**config.mk**
```make
export PLATFORM = sky130hd
export DESIGN_NAME = iomem_gpio_padctrl
export DESIGN_NICKNAME = d
export VERILOG_FILES = /design/src/rtl/gpio_pkg.sv /design/src/rtl/gpio_sync_edge.sv /design/src/rtl/iomem_gpio_padctrl.sv
export SDC_FILE = /design/constraint.sdc
export NUM_CORES = 1
export LEC_CHECK = 0
export ABC_AREA = 1
export BUFFER_PORTS_ARGS = -buffer_cell sky130_fd_sc_hd__buf_2
export CAP_MARGIN = 20
export CELL_PAD_IN_SITES_DETAIL_PLACEMENT = 0
export CELL_PAD_IN_SITES_GLOBAL_PLACEMENT = 1
export CORE_MARGIN = 2
export CORE_UTILIZATION = 43
export DETAILED_ROUTE_END_ITERATION = 16
export PLACE_DENSITY = 0.84
export SLEW_MARGIN = 30
export SYNTH_ARGS = -nofsm -noshare
export SYNTH_HDL_FRONTEND = slang
export SYNTH_SLANG_ARGS = --single-unit
export TNS_END_PERCENT = 10
```
**constraint.sdc**
```tcl
create_clock -name clk -period 4.2 [get_ports clk]
set_input_delay 0.21 -clock clk [delete_from_list [all_inputs] [get_ports clk]]
set_output_delay 0.21 -clock clk [all_outputs]
set_load 0.02 [all_outputs]
```
**src/rtl/gpio_pkg.sv**
```systemverilog
// gpio_pkg
// Shared definitions for the iomem GPIO pad controller:
//   - ADDR_WIN_BITS : width of the byte-address window decoded by the block
//   - OFS_*         : register word offsets (iomem_addr[4:2])
//   - bus_state_t   : bus handshake FSM states
//   - strb_merge    : byte-strobe merge of write data into a 32-bit word
//   - strb_mask     : 32-bit mask with one byte lane per strobe bit
// Optional feature macro: GPIO_DEBOUNCE_EN (OFS_DBEN is only decoded then).

package gpio_pkg;

    localparam int ADDR_WIN_BITS = 5;

    localparam logic [2:0] OFS_OUT      = 3'd0;
    localparam logic [2:0] OFS_OE       = 3'd1;
    localparam logic [2:0] OFS_IN       = 3'd2;
    localparam logic [2:0] OFS_IRQ_EN   = 3'd3;
    localparam logic [2:0] OFS_IRQ_STAT = 3'd4;
    localparam logic [2:0] OFS_EDGE     = 3'd5;
    localparam logic [2:0] OFS_DBEN     = 3'd6;

    typedef enum logic {
        IDLE = 1'b0,
        ACK  = 1'b1
    } bus_state_t;

    function automatic logic [31:0] strb_mask(input logic [3:0] wstrb);
        return {{8{wstrb[3]}}, {8{wstrb[2]}}, {8{wstrb[1]}}, {8{wstrb[0]}}};
    endfunction

    function automatic logic [31:0] strb_merge(input logic [31:0] old_val,
                                               input logic [31:0] new_val,
                                               input logic [3:0]  wstrb);
        logic [31:0] mask;
        mask = strb_mask(wstrb);
        return (old_val & ~mask) | (new_val & mask);
    endfunction

endpackage

```
**src/rtl/gpio_sync_edge.sv**
```systemverilog
// gpio_sync_edge
// One GPIO input channel: SYNC_STAGES-deep synchroniser, optional debounce
// filter, previous-sample flop and edge pulses.
// Ports:
//   clk, resetn  : core clock, asynchronous active-low reset
//   di           : raw asynchronous pad input
//   db_en        : selects the debounced value (GPIO_DEBOUNCE_EN builds only)
//   level        : synchronised (or filtered) input value
//   rise, fall   : single-cycle edge indications on level
// Optional feature macro: GPIO_DEBOUNCE_EN adds DEBOUNCE_CYCLES and db_en.

module gpio_sync_edge #(
    parameter int SYNC_STAGES = 2
`ifdef GPIO_DEBOUNCE_EN
    , parameter int DEBOUNCE_CYCLES = 8
`endif
) (
    input  logic clk,
    input  logic resetn,
    input  logic di,
`ifdef GPIO_DEBOUNCE_EN
    input  logic db_en,
`endif
    output logic level,
    output logic rise,
    output logic fall
);

    logic [SYNC_STAGES-1:0] sync_q;
    logic                   sync_val;
    logic                   prev_q;

    always_ff @(posedge clk or negedge resetn) begin
        if (!resetn) begin
            sync_q <= '0;
        end else begin
            sync_q <= {sync_q[SYNC_STAGES-2:0], di};
        end
    end

    assign sync_val = sync_q[SYNC_STAGES-1];

`ifdef GPIO_DEBOUNCE_EN
    localparam int CNT_W = $clog2(DEBOUNCE_CYCLES + 1);

    logic [CNT_W-1:0] db_cnt_q;
    logic             filt_q;

    // The filtered value follows the synchronised input only once it has
    // disagreed for DEBOUNCE_CYCLES consecutive cycles; any agreement restarts.
    always_ff @(posedge clk or negedge resetn) begin
        if (!resetn) begin
            filt_q   <= 1'b0;
            db_cnt_q <= '0;
        end else if (sync_val == filt_q) begin
            db_cnt_q <= '0;
        end else if (db_cnt_q == CNT_W'(DEBOUNCE_CYCLES - 1)) begin
            filt_q   <= sync_val;
            db_cnt_q <= '0;
        end else begin
            db_cnt_q <= db_cnt_q + 1'b1;
        end
    end

    assign level = db_en ? filt_q : sync_val;
`else
    assign level = sync_val;
`endif

    always_ff @(posedge clk or negedge resetn) begin
        if (!resetn) begin
            prev_q <= 1'b0;
        end else begin
            prev_q <= level;
        end
    end

    assign rise = level & ~prev_q;
    assign fall = ~level & prev_q;

endmodule

```
**src/rtl/iomem_gpio_padctrl.sv**
```systemverilog
// iomem_gpio_padctrl
// GPIO controller between the picosoc iomem bus and the pad ring. Holds the
// OUT/OE/IRQ_EN/IRQ_STAT/IRQ_EDGE registers, answers bus accesses with a
// one-cycle ready pulse and raises a registered level interrupt.
// Ports:
//   clk, resetn       : core clock, asynchronous active-low reset
//   iomem_valid       : bus request
//   iomem_ready       : one-cycle acknowledge, one cycle after valid is sampled
//   iomem_wstrb       : byte write strobes, 0 = read
//   iomem_addr        : byte address, 32-byte window at BASE_ADDR
//   iomem_wdata       : write data
//   iomem_rdata       : read data while ready=1, otherwise 0
//   gpio_di           : asynchronous pad inputs
//   gpio_do, gpio_oe  : pad output values and output enables
//   irq               : level interrupt
// Optional feature macro: GPIO_DEBOUNCE_EN adds DEBOUNCE_CYCLES and DB_EN (0x18).

module iomem_gpio_padctrl
    import gpio_pkg::*;
#(
    parameter int          NUM_GPIO    = 16,
    parameter logic [31:0] BASE_ADDR   = 32'h0300_0000,
    parameter int          SYNC_STAGES = 2
`ifdef GPIO_DEBOUNCE_EN
    , parameter int        DEBOUNCE_CYCLES = 8
`endif
) (
    input  logic                clk,
    input  logic                resetn,
    input  logic                iomem_valid,
    output logic                iomem_ready,
    input  logic [3:0]          iomem_wstrb,
    input  logic [31:0]         iomem_addr,
    input  logic [31:0]         iomem_wdata,
    output logic [31:0]         iomem_rdata,
    input  logic [NUM_GPIO-1:0] gpio_di,
    output logic [NUM_GPIO-1:0] gpio_do,
    output logic [NUM_GPIO-1:0] gpio_oe,
    output logic                irq
);

    localparam int BLANK_CYCLES = SYNC_STAGES + 1;
    localparam int BLANK_W      = $clog2(BLANK_CYCLES + 1);

    bus_state_t state_q, state_d;

    logic [NUM_GPIO-1:0] out_q, oe_q, irq_en_q, stat_q, stat_d, edge_sel_q;
    logic [NUM_GPIO-1:0] sync_in, rise, fall, edge_evt, clr_mask;
    logic [31:0]         rdata_q, read_val;
    logic [BLANK_W-1:0]  blank_cnt_q;
    logic                blank;
    logic                hit, access, wr_en;
    logic [2:0]          ofs;
    logic                irq_q;
    logic                unused_addr_bits;

`ifdef GPIO_DEBOUNCE_EN
    logic [NUM_GPIO-1:0] db_en_q;
`endif

    assign hit    = (iomem_addr[31:ADDR_WIN_BITS] == BASE_ADDR[31:ADDR_WIN_BITS]);
    assign ofs    = iomem_addr[4:2];
    assign access = iomem_valid && hit && (state_q == IDLE);
    assign wr_en  = access && (iomem_wstrb != 4'b0000);

    // Byte lanes below the word boundary carry no register selection.
    assign unused_addr_bits = ^iomem_addr[1:0];

    // Per-channel input conditioning and edge detection.
    for (genvar i = 0; i < NUM_GPIO; i++) begin : g_chan
        gpio_sync_edge #(
            .SYNC_STAGES     (SYNC_STAGES)
`ifdef GPIO_DEBOUNCE_EN
            , .DEBOUNCE_CYCLES (DEBOUNCE_CYCLES)
`endif
        ) u_chan (
            .clk    (clk),
            .resetn (resetn),
            .di     (gpio_di[i]),
`ifdef GPIO_DEBOUNCE_EN
            .db_en  (db_en_q[i]),
`endif
            .level  (sync_in[i]),
            .rise   (rise[i]),
            .fall   (fall[i])
        );
    end

    assign edge_evt = (edge_sel_q & rise) | (~edge_sel_q & fall);

    // Bus handshake: accept in IDLE, acknowledge for exactly one cycle in ACK.
    always_ff @(posedge clk or negedge resetn) begin
        if (!resetn) begin
            state_q <= IDLE;
        end else begin
            state_q <= state_d;
        end
    end

    always_comb begin
        state_d = state_q;
        case (state_q)
            IDLE:    if (access) state_d = ACK;
            ACK:     state_d = IDLE;
            default: state_d = IDLE;
        endcase
    end

    assign iomem_ready = (state_q == ACK);

    // Read mux; unmapped offsets and bits above NUM_GPIO read as zero.
    always_comb begin
        read_val = '0;
        case (ofs)
            OFS_OUT:      read_val = 32'(out_q);
            OFS_OE:       read_val = 32'(oe_q);
            OFS_IN:       read_val = 32'(sync_in);
            OFS_IRQ_EN:   read_val = 32'(irq_en_q);
            OFS_IRQ_STAT: read_val = 32'(stat_q);
            OFS_EDGE:     read_val = 32'(edge_sel_q);
`ifdef GPIO_DEBOUNCE_EN
            OFS_DBEN:     read_val = 32'(db_en_q);
`endif
            default:      read_val = '0;
        endcase
    end

    // Read data is only non-zero during the ACK cycle that follows capture.
    always_ff @(posedge clk or negedge resetn) begin
        if (!resetn) begin
            rdata_q <= '0;
        end else begin
            rdata_q <= access ? read_val : 32'h0;
        end
    end

    assign iomem_rdata = rdata_q;

    // Edge detection is held off until the synchroniser and prev flop hold
    // post-reset samples, so inputs high through reset do not look like edges.
    always_ff @(posedge clk or negedge resetn) begin
        if (!resetn) begin
            blank_cnt_q <= '0;
        end else if (blank) begin
            blank_cnt_q <= blank_cnt_q + 1'b1;
        end
    end

    assign blank = (blank_cnt_q != BLANK_W'(BLANK_CYCLES));

    // Status update: W1C applied first, then new events OR'd in so a
    // coincident event wins over the clear.
    assign clr_mask = (wr_en && ofs == OFS_IRQ_STAT)
                    ? NUM_GPIO'(iomem_wdata & strb_mask(iomem_wstrb))
                    : '0;

    always_comb begin
        stat_d = stat_q & ~clr_mask;
        if (!blank) begin
            stat_d = stat_d | (edge_evt & irq_en_q);
        end
    end

    // Software-written registers, byte-strobed.
    always_ff @(posedge clk or negedge resetn) begin
        if (!resetn) begin
            out_q      <= '0;
            oe_q       <= '0;
            irq_en_q   <= '0;
            edge_sel_q <= '0;
`ifdef GPIO_DEBOUNCE_EN
            db_en_q    <= '0;
`endif
        end else if (wr_en) begin
            case (ofs)
                OFS_OUT:    out_q      <= NUM_GPIO'(strb_merge(32'(out_q), iomem_wdata, iomem_wstrb));
                OFS_OE:     oe_q       <= NUM_GPIO'(strb_merge(32'(oe_q), iomem_wdata, iomem_wstrb));
                OFS_IRQ_EN: irq_en_q   <= NUM_GPIO'(strb_merge(32'(irq_en_q), iomem_wdata, iomem_wstrb));
                OFS_EDGE:   edge_sel_q <= NUM_GPIO'(strb_merge(32'(edge_sel_q), iomem_wdata, iomem_wstrb));
`ifdef GPIO_DEBOUNCE_EN
                OFS_DBEN:   db_en_q    <= NUM_GPIO'(strb_merge(32'(db_en_q), iomem_wdata, iomem_wstrb));
`endif
                default:    ;
            endcase
        end
    end

    // Status register and registered interrupt level.
    always_ff @(posedge clk or negedge resetn) begin
        if (!resetn) begin
            stat_q <= '0;
            irq_q  <= 1'b0;
        end else begin
            stat_q <= stat_d;
            irq_q  <= |(stat_q & irq_en_q);
        end
    end

    assign gpio_do = out_q;
    assign gpio_oe = oe_q;
    assign irq     = irq_q;

endmodule
```
# [After elaboration in Yosys (flattened, before gate mapping)]
# Cells that the tools add are included.
[word_totals] ff_bits=164 latchBits=0 mem_bits_rw=0 romBits=0 out_inout_bits=66 memories=0
[classes] n_addsub=1 n_mul=0 n_div=0 order_cmp=0 n_eq_ne=7 shift=0 n_mux=6 n_bitwise=84 reduce_logical=11
[ops] op="$and 16x16->16" count=10
[ops] op="$or 16x16->16" count=6
[ops] op="$pmux 16 s6" count=1
[ops] op="$not 16->16" count=3
[ops] op="$not 1->1" count=33
[ops] op="$and 1x1->1" count=32
[ops] op="$mux 16" count=2
[ops] op="$mux 32" count=1
[ops] op="$eq 27x21->1 const B" count=1
[ops] op="$reduce_or 16->1" count=1
[ops] op="$reduce_and 2->1" count=4
[ops] op="$eq 3x2->1 const B" count=2
[ops] op="$eq 3x3->1 const B" count=2
[ops] op="$logic_and 1x1->1" count=4
[ops] op="$reduce_bool 4->1" count=1
[ops] op="$eq 3x1->1 const B" count=1
[ops] op="$logic_not 3->1" count=1
[ops] op="$add 2x1->2 const B" count=1
[ops] op="$ne 2x2->1 const B" count=1
[ops] op="$pmux 1 s2" count=1
[ops] op="$mux 1" count=1

# [Longest topological paths before layout]
[depth] ltp_word=10 depth_mapped=10

# [Modules after synthesis]
# A second synthesis with hierarchy kept.
[hier_totals] cells_unflattened=893 area_unflattened_um2=7173.1
[modules_own_cells] module="iomem_gpio_padctrl" n_inst=1 cells_per_inst=781 area_per_inst_um2=5731.7
[modules_own_cells] module="gpio_sync_edge" n_inst=16 cells_per_inst=7 area_per_inst_um2=90.1

# [Worst setup path before layout]
# OpenSTA, ideal clock, no wires.
[synth_timing] path_kind="register to register" start="register state_q, in the netlist iomem_ready" end="register (tool-made name)" setup_ps=65 arrival_ps=1404 required_ps=4135 slack_ps=2731 stages_incl_launch_ff=11 n_path_buf=1 period_less_slack_ps=1469 path_cell_list="dfrtp_1 > inv_1 > nand2_1 > nor2_1 > nand2_1 > nor2_1 > nand2_1 > nor2_4 > buf_6 > nand4_1 > nand2_1"
[synth_lines] item="start: declaration" line="iomem_gpio_padctrl.sv:45" source="bus_state_t state_q, state_d;"
[synth_lines] item="start signal: assignment" line="iomem_gpio_padctrl.sv:96" source="state_q <= state_d;"

==> out/results.ini <==
[sta]
min_period_ns=2.39
fin_ws_ns=1.81
finalHoldViolCount=0
fin_crit_sh_pct=56.9
timing.slew.headroom_pct=37.0
fmax_mhz=419
setup_viol=0
slew_viol_final=0
worst_slew_pin_slew_ns=0.944
fin_tns_setup_ns=0
clock_skew_ns=0.00546
rsz0062_at_grt=false

[placed_design]
place_congestion=0.801
postPlaceCellArea_um2=7690
dp_slack_ns=1.79
dpl.hpwl_mm=12.7
io_buffers=118

[yosys]
syn_area_per_cell_um2=8.22
synth_edf_count=0
synth_warnings=0
synth_most_common_cell=nand2_1
synth_area_leaders=dfrtp_1, nand2_1, nand4_1, inv_1, o21ai_0
synth_area_um2=7030
synth_cell_types=28
synthFlopType=dfrtp_1
synth_common_cells=nand2_1, dfrtp_1, inv_1, nand4_1, o21ai_0
ys_seq_area_share_pct=52.7
syn_inst=855
yosysTopAreaCell=dfrtp_1
ys_seq_elements=148
synth-async-reset-ratio_pct=100
yosys.area.top_type_share_pct=52.7

[critical_path]
cp.buffers_inverters=1
path_max_fanout=24
crit_path_top_delay_cell=nand4_1
required_ns=4.51
cp_top_family=simple AND/OR/NAND/NOR gates
critPathArrivalTime_ns=2.70
crit_top_cell=nand2_1
end_kind=flip-flop
max_stage_delay_ns=0.64
start_kind=flip-flop
path_class=reg2reg
cp_cell_sequence=inv_1, nand3_1, nor2_1, nand2_1, nor2_4, nand4_1, nand2_1, nand2_1

[routing]
wl_per_cell_um=15.9
via_per_inst=5.12
drt-total-wl_mm=19.2
vias=6197
route.detailed.drc=0
ant_nets=0
dr.pass1.iters=5
drtIter0Drc=530

[global_routing]
antenna_found_initial=1
grt_pass1_wl_mm=31.4
grt_max_degree=98
grt_overflow=0
grt_util_all_layers_pct=23.0
first_global_vias=5924

[clock_network]
ctsResizeCount=0
cts_tree=built
cts.sinks=148
post-cts-setup-buffers=0
worstSkewPairLatency_ns=0.43
numCtsBuffers=17
cts.htree.levels=4
clk_path_buf_depth=2
cts-root-buf=clkbuf_16
clkTransAtPathRegs_ns=0.06

[floorplanning]
ios=153
initial_core_util_pct=44.1
die_x_um=132
core_um2=15900
fp.dieH_um=132
rows=46
die-area_um2=17400

[pwr]
ir_worst_vdd_mv=0.285
p_leak_uw=0.00466
powerDensity_nw_per_um2=383
p_total_uw=3250

[finish]
fin_area_um2=8490
final_nets=1070
post_route_cells_drive_above_1_share_pct=17.4
antennaDiodeCount=0
synthToLayoutAreaGrowth_pct=20.7
post-route-util_pct=53.2

[job]
max_cap_violations=0

[outcome]
outcome=complete, no violations

[hold_path]
hold_path_class=in2reg

==> routing by layer <==
metal,part of all wire [%],GRT usage [%],up-vias
met5,0,0,-
met4,1.7,7.00,0
met3,5.3,4.81,23
met2,49,37.0,187
met1,44,31.3,2983
li1,-,-,3004
==> through the flow <==
stage / hold WS, ns / cells
final: 0.0902 / 1211
after global routing: 0.0861 / 1211
after CTS: 0.0779 / 1211
after detailed placement: 0.319 / 1162
after global placement: 0.318 / 1162
after floorplan: -0.0856 / 870
==> worst min-delay path: stages <==
cell and delay (ns):
buf_2 0.13, nand4_1 0.09, nand2_1 0.05
==> cells by family after synthesis <==
kind of cell / count (synthesis) / synth area share (%)
flip-flops: 148 / 52.7
AO/OA/AOI/OAI: 60 / 4.75
XOR/XNOR: 1 / 0.125
multiplexers: 1 / 0.160
adder cells (fa/ha/maj): 1 / 0.178
buffers and inverters: 163 / 11.0
other: 1 / 0.0533
AND/OR/NAND/NOR: 480 / 31.1
==> cell usage in the layout (no fill, tap or decap), types with 2 or more instances in the layout <==
master / instances
inv_2: 3
clkbuf_16: 17
o2111ai_1: 4
nor2_4: 2
o21ai_1: 2
conb_1: 16
o21ai_0: 42
clkbuf_8: 4
nor2_1: 37
dlygate4sd3_1: 17
clkinv_2: 3
a221oi_1: 2
nand4_4: 4
o22ai_1: 7
nand4_1: 105
a21oi_1: 2
bufinv_16: 3
dfrtp_1: 148
nand2_1: 307
nand3_1: 21
clkinvlp_4: 4
nor4_1: 3
inv_1: 105
buf_2: 117
buf_4: 11
==> power by group <==
part           leakage, µW  internal [µW]  switching, µW
clock network     0.000294            980            611
logic              0.00250           58.3            145
registers          0.00186           1450           10.3
==> repair_timing <==
item,4_1_cts,5_1_grt
endpoints found under the hold margin,111,0
endpoints found under the setup margin,0,0
hold buffers,17,0
==> final cells by class <==
cell class | instances | area, µm²
fillers | 1517 | 7460
clock buffers | 20 | 467
well taps | 216 | 270
inverters | 109 | 409
multi-input cells | 559 | 2610
flip-flops and latches | 148 | 3700
clock inverters | 12 | 153
repair buffers | 147 | 872
==> worst paths after layout <==
kind,from,to,slack (ns),cells after the start
setup / recovery,iomem_ready,flip-flop,1.81,8
hold / removal,iomem_wdata[3],flip-flop,0.09,3
setup reg to reg,iomem_ready,flip-flop,1.81,8
hold reg to reg,g_chan[10].u_chan.sync_q[0],g_chan[10].u_chan.sync_q[1],0.35,0
max in group asynchronous,resetn,async pin,2.83,3
min in group asynchronous,resetn,g_chan[1].u_chan.prev_q,0.40,2
(Power assumes the default switching activity.)
